<file path="config.mk">
export PLATFORM = sky130hd
export DESIGN_NAME = aqp_vmode_ctrl
export DESIGN_NICKNAME = d
export VERILOG_FILES = /design/src/rtl/aqp_vmode_ctrl.sv
export SDC_FILE = /design/constraint.sdc
export NUM_CORES = 1
export LEC_CHECK = 0
export BUFFER_PORTS_ARGS = -buffer_cell sky130_fd_sc_hd__buf_4
export CORE_UTILIZATION = 49
export CTS_BUF_LIST = sky130_fd_sc_hd__clkbuf_8 sky130_fd_sc_hd__clkbuf_16
export CTS_CLUSTER_DIAMETER = 60
export DETAILED_ROUTE_END_ITERATION = 16
export GPL_TIMING_DRIVEN = 1
export PLACE_DENSITY = 0.69
export SLEW_MARGIN = 30
export SYNTH_ARGS = -nofsm -noshare
export SYNTH_HDL_FRONTEND = slang
export SYNTH_SLANG_ARGS = --single-unit
export TNS_END_PERCENT = 10
</file>
<file path="constraint.sdc">
create_clock -name clk -period 2.1 [get_ports clk]
set_input_delay 0.105 -clock clk [delete_from_list [all_inputs] [get_ports clk]]
set_output_delay 0.105 -clock clk [all_outputs]
set_load 0.01 [all_outputs]
</file>
<file path="src/rtl/aqp_vmode_ctrl.sv">
// aqp_vmode_ctrl
//
// Sequences a glitch-free switch of the video pixel clock between mode 0
// (28.63636 MHz) and mode 1 (25.175 MHz) by driving the BUFGMUX select.
// Video timing is held in reset (blanked) around every select change. The
// controller waits for PLL lock before selecting the synthesized clock, and
// it falls back to mode 0 on lock timeout or on loss of lock.
//
// Ports:
//   clk         in  system clock (28.63636 MHz, not muxed)
//   reset       in  asynchronous, active-high reset
//   mode_req    in  requested video mode (level) from the register file
//   pll_locked  in  PLL lock, asynchronous to clk (2-FF synchronised here)
//   err_clr     in  one-cycle pulse that clears err
//   video_mode  out BUFGMUX select: 0 = 28.6 MHz, 1 = 25.175 MHz
//   video_reset out holds video timing in reset and forces blanking
//   busy        out high whenever a switch sequence is in progress
//   done        out one-cycle pulse when a switch sequence completes
//   err         out sticky lock-timeout / lock-loss flag
//
// Every output is registered.

module aqp_vmode_ctrl #(
  parameter int unsigned BLANK_CYCLES  = 16,    // >= 1
  parameter int unsigned SETTLE_CYCLES = 64,    // >= 1
  parameter int unsigned LOCK_TIMEOUT  = 65535  // 1 .. 65535
) (
  input  logic clk,
  input  logic reset,
  input  logic mode_req,
  input  logic pll_locked,
  input  logic err_clr,
  output logic video_mode,
  output logic video_reset,
  output logic busy,
  output logic done,
  output logic err
);

  typedef enum logic [2:0] {
    S_IDLE,
    S_BLANK,
    S_WAIT_LOCK,
    S_SWITCH,
    S_SETTLE
  } state_t;

  localparam logic [15:0] BLANK_LD  = 16'(BLANK_CYCLES - 1);
  localparam logic [15:0] SETTLE_LD = 16'(SETTLE_CYCLES - 1);
  localparam logic [15:0] LOCK_LD   = 16'(LOCK_TIMEOUT - 1);

  state_t      state_q, state_d;
  logic [15:0] cnt_q, cnt_d;
  logic        target_q, target_d;
  logic        lock_meta_q, lock_s_q;
  logic        video_mode_q, video_mode_d;
  logic        video_reset_q, video_reset_d;
  logic        busy_q, busy_d;
  logic        done_q, done_d;
  logic        err_q, err_d;
  logic        err_set;

  // State register, counter, lock synchroniser and registered outputs.
  always_ff @(posedge clk or posedge reset) begin
    if (reset) begin
      state_q       <= S_IDLE;
      cnt_q         <= '0;
      target_q      <= 1'b0;
      lock_meta_q   <= 1'b0;
      lock_s_q      <= 1'b0;
      video_mode_q  <= 1'b0;
      video_reset_q <= 1'b0;
      busy_q        <= 1'b0;
      done_q        <= 1'b0;
      err_q         <= 1'b0;
    end else begin
      state_q       <= state_d;
      cnt_q         <= cnt_d;
      target_q      <= target_d;
      lock_meta_q   <= pll_locked;
      lock_s_q      <= lock_meta_q;
      video_mode_q  <= video_mode_d;
      video_reset_q <= video_reset_d;
      busy_q        <= busy_d;
      done_q        <= done_d;
      err_q         <= err_d;
    end
  end

  // Next-state, counter and target selection.
  always_comb begin
    state_d  = state_q;
    cnt_d    = cnt_q;
    target_d = target_q;
    err_set  = 1'b0;
    unique case (state_q)
      S_IDLE: begin
        // Lock loss while running on the synthesized clock takes priority
        // and forces a fall back to mode 0.
        if (!lock_s_q && video_mode_q) begin
          err_set  = 1'b1;
          target_d = 1'b0;
          state_d  = S_BLANK;
          cnt_d    = BLANK_LD;
        end else if ((mode_req != video_mode_q) && !(mode_req && err_q)) begin
          target_d = mode_req;
          state_d  = S_BLANK;
          cnt_d    = BLANK_LD;
        end
      end
      S_BLANK: begin
        if (cnt_q == '0) begin
          if (target_q) begin
            state_d = S_WAIT_LOCK;
            cnt_d   = LOCK_LD;
          end else begin
            state_d = S_SWITCH;
          end
        end else begin
          cnt_d = cnt_q - 16'd1;
        end
      end
      S_WAIT_LOCK: begin
        if (lock_s_q) begin
          state_d = S_SWITCH;
        end else if (cnt_q == '0) begin
          // Timed out: switch anyway but to mode 0, which leaves the
          // select unchanged if it is already 0.
          err_set  = 1'b1;
          target_d = 1'b0;
          state_d  = S_SWITCH;
        end else begin
          cnt_d = cnt_q - 16'd1;
        end
      end
      S_SWITCH: begin
        state_d = S_SETTLE;
        cnt_d   = SETTLE_LD;
      end
      S_SETTLE: begin
        if (cnt_q == '0) begin
          state_d = S_IDLE;
        end else begin
          cnt_d = cnt_q - 16'd1;
        end
      end
      default: begin
        state_d = S_IDLE;
        cnt_d   = '0;
      end
    endcase
  end

  // Output next-values; outputs are registered, so they are derived from
  // the upcoming state to line up with the state they describe.
  always_comb begin
    video_mode_d  = video_mode_q;
    video_reset_d = (state_d != S_IDLE);
    busy_d        = (state_d != S_IDLE);
    done_d        = (state_q == S_SETTLE) && (state_d == S_IDLE);
    err_d         = err_q;
    if (state_q == S_SWITCH) begin
      video_mode_d = target_q;
    end
    // A clear and a set in the same cycle resolve to set.
    if (err_clr) begin
      err_d = 1'b0;
    end
    if (err_set) begin
      err_d = 1'b1;
    end
  end

  assign video_mode  = video_mode_q;
  assign video_reset = video_reset_q;
  assign busy        = busy_q;
  assign done        = done_q;
  assign err         = err_q;

endmodule

</file>
==> impl_results.md, run 1 <==
* Syn_area_per_cell at about 9 sq um
* Post-route ant nets at 0
* Post-DP HPWL at roughly 2.6 mm
* # diodes at 0
* Via Count at ~1400
* Sequential-to-total area share from yosys stat at around two fifths
* Worst R2R Setup Slack at 80 ps
* Die H at 59.9 um
* Share of flip-flops with an asynchronous set or reset at 100%
* Leak at approximately 0.00079 uW
* Area of the multi-input gates at around 900 sq um
* GRT Overall Usage at 22.9%
* Critical Path Fanout Max at 27
* Initial DRC count at 44
* 1st-pass router iterations at 4
* Via/cell ratio at 6.00
* Worst-margin pin slew at around 460 ps
* Clock sinks at 26
* Setup violators final at 0
* Final core utilization at between 60% and 70%
* Synth Net Count at 184
* Die W at roughly 60 um
* Library cells used by synthesis at 55
* Area Overhead vs Synth at 16.2%
* Initial Util at 52.5%
* Max IR drop VDD at ~0.73 mV
* Die footprint at roughly 3600 sq um
* Max-slew violation count at 0
* Top cells by area, synth: dfrtp_1, a21oi_1, o21ai_1
* Max cap viols at 0
* Hold Violations, Final at 0
* Critical path capture point type: flip-flop
* Worst-Skew Late Latency at between 200 and 300 ps
* Required @ worst endpoint at 2260 ps
* CORE AREA at 3130 sq um
* Clk buf depth at 2
* FMAX at ~500 MHz
* DR WL/cell at 14.4 um
* Mapped Area at about 1600 sq um
* EDFF count, synth at 0
* Critical path class: flip-flop to flip-flop
* Routability Congestion at 0.811
* Clock-pin slew on the worst setup and hold paths at approximately 80 ps
* Worst hold path class: input pin to flip-flop
* Register Area at between 600 and 700 sq um
* Port bufs at 9
* RSZ-0062 raised after global routing: yes
* IO Pins at 10
* Synth area leader: dfrtp_1
* Fillers at between 200 and 300
* Fin crit period at about 2000 ps
* Period utilization at a little over nine tenths
* Final WL at between 3 and 4 mm
* CTS H-Tree Depth at 1
* TritonCTS clock tree: done
* Cell count after synthesis at 178
* Synth top area share at approximately 40%
* Congestion Overflow GR at 0
* Max-slew headroom at between 60 and 70%
* Initial antenna violation count at 0
* Row count at 20
* #FFs+latches synth at 26
* Clk_skew at roughly 1.9 ps
* Worst EP arrival at 2180 ps
* Final #Nets at 205
* Syn. warnings at 0
* Root buf cell: clkbuf_8
* Outcome: finished clean
* First-pass GRT wire length at ~6.3 mm
* # DRC at 0
* Hold WS at 32.4 ps
* Crit path launch type: flip-flop
* Vias in the first global route at 1406
* Post-synth top flop: dfrtp_1
* Power density cells at 1110 nW/um^2
* Largest net degree at the start of global routing at 28
* TritonCTS Buffers at 3
* Share of cells above drive strength 1 at 22.8%
cell type report:
cell class	count	area share, %
repair buffers	27	11.5
clock buffers	3	2.17
flip-flops and latches	26	34.1
multi-input cells	134	47.9
inverters	7	1.38
well taps	44	2.89
kinds of logic after synthesis:
family,synth area share (%)
AO/OA/AOI/OAI,28.7
XOR/XNOR,0.534
adder cells (fa/ha/maj),0.762
buffers and inverters,6.10
flip-flops,39.6
multiplexers,1.91
AND/OR/NAND/NOR,22.3
worst max-delay path, cell delays in order (launching register included):
cell and delay (ps):
dfrtp_1 380, inv_1 70, ha_1 200, nor4b_4 150, and4_4 230, a31o_4 230, buf_12 160, or2_4 290
o41ai_2 210
layout by cell type (no fill, tap or decap), types with 2 or more instances in the layout:
cell           instances
dfrtp_1               26
buf_4                 24
nor2_1                18
a21oi_1               17
o21ai_1               16
inv_1                  7
o21ai_0                6
o22a_1                 6
nor3_1                 5
nand2_1                5
nor2b_1                4
o41ai_2                4
or3_1                  4
and2_1                 3
clkbuf_8               3
nor4b_4                2
nor3b_1                2
a31oi_1                2
nand4_1                2
nand3_1                2
o21ba_2                2
mux2i_1                2
o21bai_1               2
dlygate4sd3_1          2
per-stage QoR:
step | setup TNS [ps] | cells | setup slack [ps] | total power [uW] | area [sq um]
2_1_floorplan | 0 | 178 | 176 | 1530 | 1640
3_3_place_gp | 0 | 234 | 146 | 1770 | 1810
3_5_place_dp | 0 | 234 | 93.4 | 1810 | 1810
4_1_cts | 0 | 239 | 68.5 | 2090 | 1870
5_1_grt | -59.6 | 241 | -34.3 | 2300 | 1910
6_report | 0 | 241 | 81.1 | 2120 | 1910
registers in the layout (all words and copies together) (netlist names):
register and flops:
cnt_q 16, state_q 3, busy 1, done 1
err 1, lock_meta_q 1, lock_s_q 1, target_q 1
video_mode 1
path summary, 6_finish.rpt:
path                                   to  cells past startpoint        start
worst max register to register  cnt_q[14]                      8     cnt_q[1]
worst max-delay path            cnt_q[14]                      8     cnt_q[1]
max in group asynchronous        target_q                      4        reset
worst min register to register   lock_s_q                      0  lock_meta_q
min in group asynchronous            done                      4        reset
worst min-delay path                  err                      2      err_clr
power by group:
part           total, uW  internal (uW)  switching (uW)
clock                265            128             137
combinational        984            473             511
sequential           869            666             203
layer usage:
| layer | vias to the layer above | GRT usage, % | wire [um] |
|---|---|---|---|
| met4 | 0 | 9.30 | 39 |
| met2 | 34 | 37.1 | 1690 |
| met3 | 6 | 2.81 | 136 |
| met1 | 704 | 30.9 | 1610 |
| li1 | 702 | - | - |
| met5 | - | 0 | 0 |
what timing repair did:
action                                  4_1_cts  5_1_grt
hold buffers                                  2        0
resized for setup                             0        4
endpoints found under the setup margin        0       17
buffers inserted                              0        2
hold endpoints to repair                     27        0
cell usage after synthesis (all sizes together) (2+ instances only):
cell,n
a21oi,17
a31oi,2
and2,4
buf,8
clkbuf,3
dfrtp,26
inv,7
mux2i,2
nand2,5
nand3,2
nand4,2
nor2,18
nor2b,4
nor3,6
nor3b,2
nor4b,2
o21ai,22
o21ba,2
o21bai,2
o22a,6
o31ai,2
o41ai,4
or2,3
or3,4
(Power assumes the default switching activity.)
==> run 2, diff against run 1 <==
PLACE_DENSITY = 0.66   (was 0.69)
RECOVER_POWER = 50   (was unset)
REMOVE_ABC_BUFFERS = 1   (was unset)
clock period = 2.6 ns   (was 2.1 ns; I/O delays follow)
==> run 2 against run 1 <==
  * Final cell count fell by 3.7%
  * Clock skew rose by 2.6 ps
  * Die area did not move
  * Hold slack improved by 6.1 ps
  * Fmax fell by 8.5%
  * Power fell by 21%
  * Sequential cell count did not move
  * Register-to-register slack improved by 310 ps
  * Largest cell class unchanged
==> impl_results.md, run 2 (synthesized netlist as in run 1, its figures left out) <==
* Row count at 20
* Routability Congestion at ~0.86
* Max-slew headroom at a little under two fifths
* Combinational share of power at about two fifths
* # DRC at 0
* Hold Crit Start: err_clr
* Post-CTS Setup Bufs at 0
* Via Count at approximately 1400
* Max-slew violation count at 0
* DR WL/cell at ~14 um
* Post-route ant nets at 0
* Placed Instances at around 230
* P_int at roughly 990 uW
* Share of cells above drive strength 1 at 17.0%
* Die H at between 50 and 60 um
* Worst-margin pin slew at roughly 940 ps
* TritonCTS clock tree: done
* Hold depth at 2
* Clk buf depth at 2
* Reg-to-reg endpoint: cnt_q[0]
* Critical path class: flip-flop to flip-flop
* Setup violators final at 0
* Largest net degree at the start of global routing at 28
* IO Pins at 10
* Placed Instance Area at between 1500 and 2000 sq um
* Period utilization at 84.9%
* GRT Overall Usage at a little over a fifth
* Die footprint at around 3600 sq um
* Largest register by flop count: cnt_q
* TritonCTS Buffers at 3
* Worst EP arrival at ~2400 ps
* Worst-Skew Late Latency at 270 ps
* Area Overhead vs Synth at 10.3%
* Fillers at 272
* Pre-CTS WS at roughly 410 ps
* Power density cells at a little over 900 nW/um^2
* Net Sw Power at ~670 uW
* Fin crit period at between 2000 and 2500 ps
* Hold Violations, Final at 0
* Initial DRC count at 57
* Initial antenna violation count at 0
* Vias in the first global route at roughly 1200
* Worst R2R Start: cnt_q[0]
* Clock-pin slew on the worst setup and hold paths at around 90 ps
* Most frequent cells in the layout: dfrtp_1, nor2_1, a21oi_1
* Hold buffers post-CTS at 1
* Die W at about 60 um
* Initial Util at 52.5%
* Critical path capture point type: flip-flop
* Worst R2R Setup Slack at 390 ps
* 1st-pass router iterations at 4
* Reg power frac at ~44%
* CTS H-Tree Depth at 1
* Outcome: finished clean
* Max reg flops at 16
* WHS Endpoint: err
* Post-DP HPWL at ~2.5 mm
* CORE AREA at 3130 sq um
* Via/cell ratio at 5.93
* Worst hold path class: input pin to flip-flop
* Leak at ~0.00073 uW
* Crit path launch type: flip-flop
* Post-Layout Cell Count at ~230
* Max cap viols at 0
* Final WL at 3.35 mm
* # diodes at 0
* Clk_skew at 4.53 ps
* Fin Setup TNS at 0 ps
* Critical Path Fanout Max at 27
* Required @ worst endpoint at about 2800 ps
* Final worst setup slack at around 390 ps
* Final core utilization at a little under 60%
* Max IR drop VDD at roughly 0.55 mV
* Switching Fraction at slightly above 40%
* Largest regs: cnt_q (16), state_q (3)
* Port bufs at 9
* Resized Gates After CTS at 0
* Leading cell type in the layout, fill and taps excluded: dfrtp_1
* Congestion Overflow GR at 0
* First-pass GRT wire length at just under 6 mm
* Final #Nets at between 150 and 200
* FMAX at 453 MHz
* Root buf cell: clkbuf_8
* Clk network pwr share at around 15%
* Design Area, Final at 1810 sq um
* RSZ-0062 raised after global routing: no
* Clock sinks at 26
* Reg2reg path depth at 8
run 2: power groups by stage:
stage	Clock (uW)	Combinational [uW]	Sequential [uW]
after floorplan	0	524	696
after global placement	0	655	733
after detailed placement	0	666	740
after CTS	270	672	732
after global routing	283	759	768
final	256	673	738
run 2: critical path, stage by stage, from the launching register on:
cell	delay, ps
dfrtp_1	450
inv_1	110
ha_1	230
nor4b_4	310
and4_4	300
a31o_1	140
buf_4	260
mux2i_1	230
o21ai_1	70
run 2: per-stage QoR:
step / hold slack [ps] / total power [uW]
5_1_grt: 36.6 / 1810
4_1_cts: 29.3 / 1670
6_report: 38.6 / 1670
3_5_place_dp: 240 / 1410
2_1_floorplan: 161 / 1220
3_3_place_gp: 241 / 1390
run 2: layout make-up:
cell class	count	area, sq um	area share, %
multi-input cells	134	891	49.2
flip-flops and latches	26	651	35.9
repair buffers	17	133	7.33
clock buffers	4	55.1	3.04
well taps	44	55.1	3.04
inverters	7	26.3	1.45
run 2: worst max-delay path by stage:
| stage | start | to | slack [ps] |
|---|---|---|---|
| final | cnt_q[0] | cnt_q[0] | 390 |
| after global routing | cnt_q[0] | cnt_q[0] | 250 |
| after CTS | cnt_q[0] | cnt_q[0] | 380 |
| after detailed placement | cnt_q[0] | cnt_q[8] | 410 |
| after global placement | cnt_q[0] | cnt_q[0] | 500 |
| after floorplan | cnt_q[0] | cnt_q[10] | 370 |
run 2: routing by layer:
layer	routed length, um	GRT usage (%)	vias up
met2	1450	31.6	26
met4	40	9.30	0
met1	1770	31.3	662
li1	-	-	683
met5	0	0	-
met3	97	4.55	4
==> run 3, diff against run 2 <==
clock period = 2.1 ns   (was 2.6 ns; I/O delays follow)
==> run 3 against run 2 <==
  * Combinational power rose by 44%
  * Critical endpoint is now cnt_q[12]
  * Sequential power rose by 21%
  * Worst setup slack got worse by 310 ps
  * Count of clock-buffer cells in the layout fell by 1
==> impl_results.md, run 3 (synthesized netlist as in run 1, its figures left out) <==
* Outcome: finished clean
* Setup violators final at 0
* Initial Util at 52.5%
* Required @ worst endpoint at approximately 2300 ps
* Largest regs: cnt_q (16), state_q (3)
* GRT Overall Usage at between 20% and 30%
* Leak at approximately 0.0008 uW
* FMAX at 495 MHz
* Largest net degree at the start of global routing at 28
* Reg power frac at 41.9%
* Post-DP HPWL at 2.67 mm
* Clk_skew at between 1 and 1.5 ps
* Combinational share of power at 45.4%
* Post-route ant nets at 0
* CP peak stage delay at between 400 and 500 ps
* 1st-pass router iterations at 4
* Port bufs at 9
* Period utilization at a little over nine tenths
* Clock-pin slew on the worst setup and hold paths at 80 ps
* Max-slew headroom at ~68%
* Worst-path cell chain: nor4b_4 > a2111oi_2 > buf_4 > a31o_4 > buf_12 > or2_4 > o41ai_4
* P_int at between 1000 and 1500 uW
* DR WL/cell at roughly 16 um
* TritonCTS clock tree: done
* Worst-margin pin slew at roughly 470 ps
* Hold Violations, Final at 0
* Switching Fraction at roughly two fifths
* RSZ-0062 raised after global routing: yes
* Via Count at 1419
* Max IR drop VDD at 0.592 mV
* Pre-CTS WS at around 73 ps
* Routability Congestion at between 0.8 and 0.9
* CTS H-Tree Depth at 1
* Die H at approximately 60 um
* Max reg flops at 16
* Max-slew violation count at 0
* Net Sw Power at just under 900 uW
* Share of cells above drive strength 1 at 24.9%
* IO Pins at 10
* Critical path's slowest cell: dfrtp_2
* Initial DRC count at 50
* Area Overhead vs Synth at 18.7%
* TritonCTS Buffers at 3
* Largest register by flop count: cnt_q
* Worst-Skew Late Latency at between 200 and 300 ps
* Die footprint at about 3600 sq um
* CORE AREA at roughly 3100 sq um
* Critical path capture point type: flip-flop
* Vias in the first global route at around 1300
* Crit path launch type: flip-flop
* Initial antenna violation count at 0
* Worst EP arrival at about 2200 ps
* First-pass GRT wire length at slightly below 6 mm
* # diodes at 0
* Fin crit period at between 2000 and 2500 ps
* Critical path class: flip-flop to flip-flop
* Congestion Overflow GR at 0
* Max cap viols at 0
* Most frequent cells in the layout: dfrtp_1, buf_4, nor2_1
* Final worst setup slack at around 80 ps
* Power density cells at 1100 nW/um^2
* Root buf cell: clkbuf_8
* Die W at around 60 um
* Final #Nets at between 200 and 250
* Total power draw at 2130 uW
* Fillers at approximately 270
* Critical Path Fanout Max at 14
* Leading cell type in the layout, fill and taps excluded: dfrtp_1
* # DRC at 0
* Clk buf depth at 2
* Final WL at around 3.8 mm
* Worst hold path class: input pin to flip-flop
* Row count at 20
* Clock sinks at 26
* Clk network pwr share at between 10% and 20%
* Via/cell ratio at approximately 6
==> run 3: layout make-up <==
| cell class | instances | area, sq um | share of cell area, % |
|---|---|---|---|
| multi-input cells | 134 | 936 | 48.0 |
| flip-flops and latches | 26 | 652 | 33.5 |
| repair buffers | 27 | 238 | 12.2 |
| well taps | 44 | 55.1 | 2.83 |
| clock buffers | 3 | 41.3 | 2.12 |
| inverters | 7 | 26.3 | 1.35 |
==> run 3: metal layers <==
layer  up-vias  global-route usage [%]  share of wire, %
met5         -                       0                 0
met4         0                    6.98              0.88
met3         4                    2.60               3.8
met2        35                    35.4                49
met1       679                    30.8                47
li1        701                       -                 -
==> run 3: worst max-delay path: cells and delay by family (launching register included) <==
kind                   cells  cell delay (ps)
AOI/OAI and AO/OA          3              500
buffers and inverters      2              300
DFF                        1              470
and+or+nand+nor            2              650
==> run 3: repair_timing <==
item	in CTS	in global routing
buffers inserted	0	1
hold endpoints to repair	27	0
endpoints found under the setup margin	0	16
hold buffers	2	0
gates resized for setup	0	10
==> run 3: power groups by stage <==
stage	clock network, uW	logic, uW	registers, uW
final	271	969	894
after global routing	301	1080	921
after CTS	282	908	885
after detailed placement	0	899	895
after global placement	0	886	887
after floorplan	0	649	862
==> run 3: final timing paths <==
path | slack [ps] | end | cells after the start | from
max in group asynchronous | 1380 | state_q[1] | 4 | reset
worst max-delay path | 80 | cnt_q[12] | 7 | state_q[1]
worst min-delay path | 30 | err | 2 | err_clr
min in group asynchronous | 440 | state_q[2] | 4 | reset
worst min register to register | 370 | lock_s_q | 0 | lock_meta_q
worst max register to register | 80 | cnt_q[12] | 7 | state_q[1]
==> run 3: metrics by stage <==
| step | setup TNS [ps] | hold slack, ps | std cells | area (sq um) | util [%] |
|---|---|---|---|---|---|
| finish | 0 | 27.4 | 241 | 1950 | 62.3 |
| global route | -359 | 18.1 | 241 | 1950 | 62.3 |
| CTS | 0 | 23.2 | 239 | 1870 | 59.8 |
| detailed placement | 0 | 184 | 234 | 1810 | 57.8 |
| global placement | 0 | 179 | 234 | 1810 | 57.8 |
| floorplan | -1130 | 136 | 167 | 1570 | - |
